**src/rtl/ym2149_bus_master.sv**
```systemverilog
// rtl/ym2149_bus_master.sv - queued register-access bus master for the YM2149 PSG
// Requests are replayed as setup/strobe bus phases; a repeated address skips the latch phases.
module ym2149_bus_master #(
  parameter int PHASE_LEN  = 2,
  parameter int FIFO_DEPTH = 4
) (
  input  logic       CLK,
  input  logic       RESET_N,
  input  logic       REQ_VALID,
  output logic       REQ_READY,
  input  logic       REQ_WR,
  input  logic [3:0] REQ_ADDR,
  input  logic [7:0] REQ_DATA,
  output logic       RSP_VALID,
  output logic [7:0] RSP_DATA,
  output logic       BUSY,
  output logic       BDIR,
  output logic       BC,
  output logic       A8,
  output logic [7:0] DO,
  input  logic [7:0] DI
);
  localparam int          PW         = $clog2(FIFO_DEPTH);
  localparam logic [3:0]  PHASE_LAST = 4'(PHASE_LEN - 1);
  localparam logic [PW:0] FULL_CNT   = (PW + 1)'(FIFO_DEPTH);

  typedef enum logic [2:0] {
    IDLE, ADDR_SETUP, ADDR_STROBE, DATA_SETUP, DATA_STROBE, READ_WAIT, GAP
  } state_t;

  state_t        state_q, state_d;
  logic [3:0]    phase_q, phase_d;
  logic [12:0]   fifo_mem [FIFO_DEPTH];
  logic [PW-1:0] wr_ptr_q, wr_ptr_d, rd_ptr_q, rd_ptr_d;
  logic [PW:0]   count_q, count_d;
  logic          ready_q, ready_d, busy_q, busy_d;
  logic          cur_wr_q, cur_wr_d;
  logic [3:0]    cur_addr_q, cur_addr_d;
  logic [7:0]    cur_data_q, cur_data_d;
  logic          cache_valid_q, cache_valid_d;
  logic [3:0]    cache_addr_q, cache_addr_d;
  logic          rsp_valid_q, rsp_valid_d;
  logic [7:0]    rsp_data_q, rsp_data_d;
  logic          bdir_q, bdir_d, bc_q, bc_d, a8_q, a8_d;
  logic [7:0]    do_q, do_d;
  logic          push, pop, phase_done;
  logic [12:0]   head;

  // Readiness is the registered not-full flag, so a pop never frees a slot in its own cycle.
  assign push       = REQ_VALID && ready_q;
  assign pop        = (state_q == IDLE) && (count_q != '0);
  assign head       = fifo_mem[rd_ptr_q];
  assign phase_done = (phase_q == PHASE_LAST);

  always_ff @(posedge CLK) begin
    if (push) fifo_mem[wr_ptr_q] <= {REQ_WR, REQ_ADDR, REQ_DATA};
  end

  always_comb begin
    wr_ptr_d = wr_ptr_q;
    rd_ptr_d = rd_ptr_q;
    count_d  = count_q;
    if (push) wr_ptr_d = wr_ptr_q + 1'b1;
    if (pop)  rd_ptr_d = rd_ptr_q + 1'b1;
    case ({push, pop})
      2'b10:   count_d = count_q + 1'b1;
      2'b01:   count_d = count_q - 1'b1;
      default: count_d = count_q;
    endcase
    ready_d = (count_d != FULL_CNT);
  end

  always_comb begin
    state_d       = state_q;
    phase_d       = phase_q;
    cur_wr_d      = cur_wr_q;
    cur_addr_d    = cur_addr_q;
    cur_data_d    = cur_data_q;
    cache_valid_d = cache_valid_q;
    cache_addr_d  = cache_addr_q;
    rsp_data_d    = rsp_data_q;
    rsp_valid_d   = 1'b0;
    if (state_q inside {ADDR_SETUP, ADDR_STROBE, DATA_SETUP, DATA_STROBE, READ_WAIT})
      phase_d = phase_done ? 4'd0 : phase_q + 4'd1;
    case (state_q)
      IDLE: begin
        phase_d = 4'd0;
        if (pop) begin
          {cur_wr_d, cur_addr_d, cur_data_d} = head;
          if (!cache_valid_q || cache_addr_q != head[11:8]) state_d = ADDR_SETUP;
          else state_d = head[12] ? DATA_SETUP : READ_WAIT;
        end
      end
      ADDR_SETUP:  if (phase_done) state_d = ADDR_STROBE;
      ADDR_STROBE: if (phase_done) begin
        cache_valid_d = 1'b1;
        cache_addr_d  = cur_addr_q;
        state_d       = cur_wr_q ? DATA_SETUP : READ_WAIT;
      end
      DATA_SETUP:  if (phase_done) state_d = DATA_STROBE;
      DATA_STROBE: if (phase_done) state_d = GAP;
      READ_WAIT:   if (phase_done) begin
        rsp_data_d  = DI;
        rsp_valid_d = 1'b1;
        state_d     = GAP;
      end
      default:     state_d = IDLE;
    endcase
  end

  // Bus pins are decoded from the next state so they are registered yet aligned with it.
  always_comb begin
    bdir_d = 1'b0;
    bc_d   = 1'b0;
    do_d   = 8'h00;
    a8_d   = (state_d != IDLE);
    busy_d = (state_d != IDLE) || (count_d != '0);
    case (state_d)
      ADDR_SETUP:  begin bc_d = 1'b1; do_d = {4'b0, cur_addr_d}; end
      ADDR_STROBE: begin bdir_d = 1'b1; bc_d = 1'b1; do_d = {4'b0, cur_addr_d}; end
      DATA_SETUP:  do_d = cur_data_d;
      DATA_STROBE: begin bdir_d = 1'b1; do_d = cur_data_d; end
      READ_WAIT:   bc_d = 1'b1;
      default:     do_d = 8'h00;
    endcase
  end

  always_ff @(posedge CLK or negedge RESET_N) begin
    if (!RESET_N) begin
      state_q       <= IDLE;
      phase_q       <= 4'd0;
      wr_ptr_q      <= '0;
      rd_ptr_q      <= '0;
      count_q       <= '0;
      ready_q       <= 1'b0;
      busy_q        <= 1'b0;
      cur_wr_q      <= 1'b0;
      cur_addr_q    <= 4'd0;
      cur_data_q    <= 8'h00;
      cache_valid_q <= 1'b0;
      cache_addr_q  <= 4'd0;
      rsp_valid_q   <= 1'b0;
      rsp_data_q    <= 8'h00;
      bdir_q        <= 1'b0;
      bc_q          <= 1'b0;
      a8_q          <= 1'b0;
      do_q          <= 8'h00;
    end else begin
      state_q       <= state_d;
      phase_q       <= phase_d;
      wr_ptr_q      <= wr_ptr_d;
      rd_ptr_q      <= rd_ptr_d;
      count_q       <= count_d;
      ready_q       <= ready_d;
      busy_q        <= busy_d;
      cur_wr_q      <= cur_wr_d;
      cur_addr_q    <= cur_addr_d;
      cur_data_q    <= cur_data_d;
      cache_valid_q <= cache_valid_d;
      cache_addr_q  <= cache_addr_d;
      rsp_valid_q   <= rsp_valid_d;
      rsp_data_q    <= rsp_data_d;
      bdir_q        <= bdir_d;
      bc_q          <= bc_d;
      a8_q          <= a8_d;
      do_q          <= do_d;
    end
  end

  assign REQ_READY = ready_q;
  assign BUSY      = busy_q;
  assign RSP_VALID = rsp_valid_q;
  assign RSP_DATA  = rsp_data_q;
  assign BDIR      = bdir_q;
  assign BC        = bc_q;
  assign A8        = a8_q;
  assign DO        = do_q;
endmodule

```
**config.mk**
```make
export PLATFORM = sky130hd
export DESIGN_NAME = ym2149_bus_master
export DESIGN_NICKNAME = d
export VERILOG_FILES = /design/src/rtl/ym2149_bus_master.sv
export SDC_FILE = /design/constraint.sdc
export NUM_CORES = 1
export LEC_CHECK = 0
export CORE_AREA = 2 2 88 90
export CTS_CLUSTER_DIAMETER = 40
export DETAILED_ROUTE_END_ITERATION = 7
export DIE_AREA = 0 0 90 92
export PLACE_DENSITY = 0.79
export SYNTH_ARGS = -nofsm -noshare
export SYNTH_HDL_FRONTEND = slang
export SYNTH_SLANG_ARGS = --single-unit
```
**constraint.sdc**
```tcl
create_clock -name CLK -period 4.9 [get_ports CLK]
set_input_delay 0.98 -clock CLK [delete_from_list [all_inputs] [get_ports CLK]]
set_output_delay 0.98 -clock CLK [all_outputs]
set_load 0.03 [all_outputs]
```
# After elaboration in Yosys (flattened, before gate mapping)
# Memories as Yosys holds them, arrays and structs flattened.
# Index checks and enable logic that the tools add are counted.
op_classes:
  n_reduce_logical: 19
  muxes: 24
  n_eq_ne: 15
  add_sub_neg: 5
ops:
  columns: ["cell", "n"]
  rows:
  - ["$mux 3", 8]
  - ["$mux 4", 5]
  - ["$mux 8", 2]
  - ["$pmux 8 s2", 1]
  - ["$pmux 3 s5", 1]
  - ["$eq 3x2->1 const B", 4]
  - ["$eq 3x3->1 const B", 4]
  - ["$reduce_bool 3->1", 3]
  - ["$reduce_or 2->1", 4]
  - ["$eq 3x1->1 const B", 2]
  - ["$mux 1", 6]
  - ["$pmux 3 s2", 1]
  - ["$reduce_and 2->1", 3]
  - ["$reduce_bool 5->1", 1]
  - ["$add 2x1->2 const B", 2]
  - ["$add 4x1->4 const B", 1]
  - ["$eq 4x1->1 const B", 1]
  - ["$ne 4x4->1", 1]
  - ["$add 3x1->3 const B", 1]
  - ["$logic_not 3->1", 1]
  - ["$ne 3x3->1 const B", 1]
  - ["$reduce_or 3->1", 1]
  - ["$sub 3x1->3 const B", 1]
  - ["$eq 2x1->1 const B", 1]
  - ["5 further kinds", 7]
totals:
  out_inout_bits: 22
  mem_count: 1
  mem_bits_rw: 52
  ff_bits: 54
mem_list:
  columns: ["name", "depth", "word_bits", "rd", "rd_ports_with_merged_regs", "wr", "line_no", "source"]
  rows:
  - ["fifo_mem", 4, 13, 1, 0, 1, "33", "logic [12:0] fifo_mem [FIFO_DEPTH];"]

# Logic depth before layout (Yosys ltp)
# An unclocked memory read counts as a cell.
logic_depth:
  depth_word: 9
  depth_mapped: 12
  ltp_nobuf: 11

# Worst setup path before layout
# OpenSTA, ideal clock, no wires.
synth_timing:
  path_type: "register to register"
  from: "register state_q[0]"
  to: "register busy_q (netlist: BUSY)"
  required_ns: 4.829
  stages_incl_launch_ff: 13
  synth_period_minus_slack_ns: 2.583
  arrival_ns: 2.512
  path_slack_ns: 2.317
  path_cell_list: "dfrtp_1 > or2_1 > or3_1 > clkinv_1 > buf_4 > ha_1 > inv_1 > fa_1 > xor2_1 > nor2_1 > xor2_1 > inv_1 > nand4_1"
synth_between:
  elab_chain_cells: 6
  word_cells_on_any_way: 20
  classes_between: "7 x eq/ne; 7 x mux; 6 x reduce/logical"
synth_rtl:
  columns: ["item", "line_no", "source"]
  rows:
  - ["from (decl)", "31", "state_t state_q, state_d;"]
  - ["from (signal assigned)", "149", "state_q <= state_d;"]
  - ["$logic_not 3->1 *", "51", "assign pop = (state_q == IDLE) && (count_q != '0);"]
  - ["$logic_and 1x1->1 *", "51", null]
  - ["$eq 2x1->1 / $eq 2x2->1 (equally long branches)", "65", "case ({push, pop})"]
  - ["$pmux 3 s2 *", "65", null]
  - ["named net count_d[2]", "35", "logic [PW:0] count_q, count_d;"]
  - ["$reduce_bool 3->1 *", "117", "busy_d = (state_d != IDLE) || (count_d != '0);"]
  - ["$logic_or 1x1->1 *", "117", null]
  - ["named net busy_d", "36", "logic ready_q, ready_d, busy_q, busy_d;"]
  - ["to (signal assigned)", "155", "busy_q <= busy_d;"]
  - ["to (decl)", "36", null]
# The timed path passes the listed nets; every way through them passes the cells marked *.
# A chain may end at the register's enable or synchronous reset.

# Final worst setup path
layout_timing:
  from: "register state_q[1]"
  to: "register busy_q (netlist: BUSY)"
# The elaborated chain is that of the path after synthesis.

==> impl_metrics.toml <==
[grt]
grt_max_degree = 55
grt_overflow = 0
grt_pass1_wl_um = 11900
antenna_found_initial = 0
grt_pass1_vias = 2351
grt.total_usage_pct = 18.7

[clock_network]
clkSlewWorstSetupHoldPaths_ps = 100
clk_latency_ps = 360
clock-sinks = 106
root_buffer = "clkbuf_8"
cts_buffers = 9
cts.repair.resized = 0
cts_max_level = 3
clockBufferDepth = 2
cts_tree = "done"
cts_hold_buf = 0
cts_setup_buffers = 0

[routing]
num_vias = 2327
dr.pass1.iters = 4
ant_nets = 0
drc = 0
via_per_inst = 5.49
dr.first_iter.drc_count = 124
wl_per_cell_um = 16.8
wirelength_um = 7120

[critical_path]
crit_slowest_cell = "dfrtp_1"
crit_family = "simple AND/OR/NAND/NOR gates"
worst_r2r_path_depth = 11
worst-path-max-fanout = 16
required_ps = 5200
reg2reg_slack_ps = 1900
cp_slowest_stage_delay_ps = 530
path_cells = "or2_1 > or3_1 > clkinv_1 > ha_1 > inv_1 > fa_1 > xor2_1 > nor2_1 > xor2_1 > inv_1 > nand4_1"
crit_path_end_kind = "flip-flop"
critPathLaunchType = "flip-flop"
arrival_ps = 3300
critical_path_buf_inv_count = 3
critical_path_class = "reg -> reg"
r2r-start = "state_q[1]"
r2r-end = "BUSY"

[finish]
drive_above_1_share_pct = 18.3
syn2layout_area_growth_pct = 16.5
fin_cells = 424
design_area_um2 = 5000
layout_common_cells = "54 x dfrtp_1, 52 x edfxtp_1, 44 x clkdlybuf4s50_1, 22 x mux2_2, 14 x inv_1"
utilization_pct = 67.2
nets = 349
fillCellCount = 549
layout_commonest_cell = "dfrtp_1"
n_antenna_cell = 0

[sta]
setup_ws_ps = 1900
slew_viol_final = 0
worst_pin_slew_ps = 946
setup_violations = 0
fin_skew_ps = 8.57
rsz0062_at_grt = "false"
tns_ps = 0
finalHoldViolCount = 0
finalCriticalPeriod_ps = 3000
fmax_mhz = 333
holdWs_ps = 495
finalCritPeriodShare_pct = 61.3
relSlewSlack_pct = 36.9

[die]
chipHeight_um = 92
fp.dieW_um = 90
row_count = 32
start_util_pct = 57.7
pin_count = 46
core_area_um2 = 7450
die_area_um2 = 8280

[yosys]
netlist_area_um2 = 4300
synth_nets = 301
synth-xor-area-share_pct = 2.39
synth_fa_ha_area_share_pct = 2.51
synth-edff-count = 52
ys_async_sr_fraction_pct = 50.9
synth_top_flop_cell = "dfrtp_1"
synth_cell_type_count = 43
yosys.area_share.simple_pct = 6.09
yosysSeqAreaShare_pct = 67.8
synth-seq-cells = 106
yosys_warnings = 0
syn_inst = 269
synth.mux.area_fraction_pct = 13.7
synth_top_family_by_area = "multiplexers"
synth-compound-area-share_pct = 4.86
synth.avg_cell_area_um2 = 16.0

[placement]
port_buffers = 45
placed_cells = 408
gp_congestion = 0.849
placed_area_um2 = 4820
hpwl_um = 4850
place_worst_setup_slack_ps = 1890

[pwr]
p_per_area_nw_per_um2 = 643
ir_drop_mv = 0.301
p_leak_nw = 1.92
total_power_mw = 3.22

[worst_hold_path]
min_from = "cache_valid_q"
min_delay_worst_endpoint = "cache_valid_q"
worstHoldPathType = "reg -> reg"
whs_path_depth = 1

[status]
status = "complete, no violations"

[flow_run]
maxCapViolCount = 0
layer usage:
layer	up-vias	track usage, %	part of all wire (%)
met3	8	4.11	4.2
met4	0	7.95	1.8
li1	1098	-	-
met1	1168	26.4	47
met2	53	28.7	47
met5	-	0	0
kinds of logic after synthesis:
family	after synthesis
XOR/XNOR	10
buffers and inverters	24
AND/OR/NAND/NOR	48
multiplexers	40
flip-flops	106
AO/OA/AOI/OAI	33
adder cells (fa/ha/maj)	8
worst max-delay path by stage:
stage	from	endpoint	slack (ps)	cells after the start
2_1_floorplan	state_q[0]	BUSY	2320	12
3_3_place_gp	state_q[1]	BUSY	2020	11
3_5_place_dp	state_q[1]	BUSY	1890	11
4_1_cts	state_q[1]	BUSY	1890	11
5_1_grt	state_q[1]	BUSY	1700	11
6_report	state_q[1]	BUSY	1900	11
area by class of cell:
class                           instances  area, um2  area share [%]
Clock buffer                            9        124            2.48
Clock inverter                          7       60.1            1.20
Inverter                               15       56.3            1.13
Multi-Input combinational cell        139       1270            25.4
Sequential cell                       106       2910            58.2
Tap cell                              102        128            2.55
Timing Repair Buffer                   46        453            9.05
report_power, final:
| part | total, mW | switching, mW | leakage [nW] | internal [mW] |
|---|---|---|---|---|
| registers | 1.43 | 0.199 | 1.12 | 1.23 |
| logic | 1.30 | 0.700 | 0.704 | 0.596 |
| clock network | 0.494 | 0.301 | 0.0918 | 0.192 |
| total | 3.22 | 1.20 | 1.92 | 2.02 |
state kept, by name, indices dropped and copies added, names as in the netlist:
register,cells
BUSY,1
DO,8
REQ_READY,1
cur_addr_q,4
RSP_VALID,1
cur_wr_q,1
fifo_mem,52
rd_ptr_q,2
RSP_DATA,8
phase_q,4
count_q,3
BC,1
cache_valid_q,1
cache_addr_q,4
wr_ptr_q,2
cur_data_q,8
state_q,3
A8,1
BDIR,1
synth_stat cells, drive strengths merged, types with 3 or more instances:
library cell	number	area share, %
mux4	13	6.8
clkbuf	4	0.35
o22ai	6	0.87
nand2	8	0.70
mux2	22	5.8
buf	5	0.93
nor3	4	0.47
dfrtp	54	31
mux2i	5	1.2
a21oi	6	0.70
edfxtp	52	36
ha	7	2.0
nand3	4	0.58
nor2	12	1.0
o21ai	9	1.0
and3	6	0.87
xnor2	8	2.0
nand2b	3	0.44
inv	14	1.2
(Power assumes the default switching activity.)
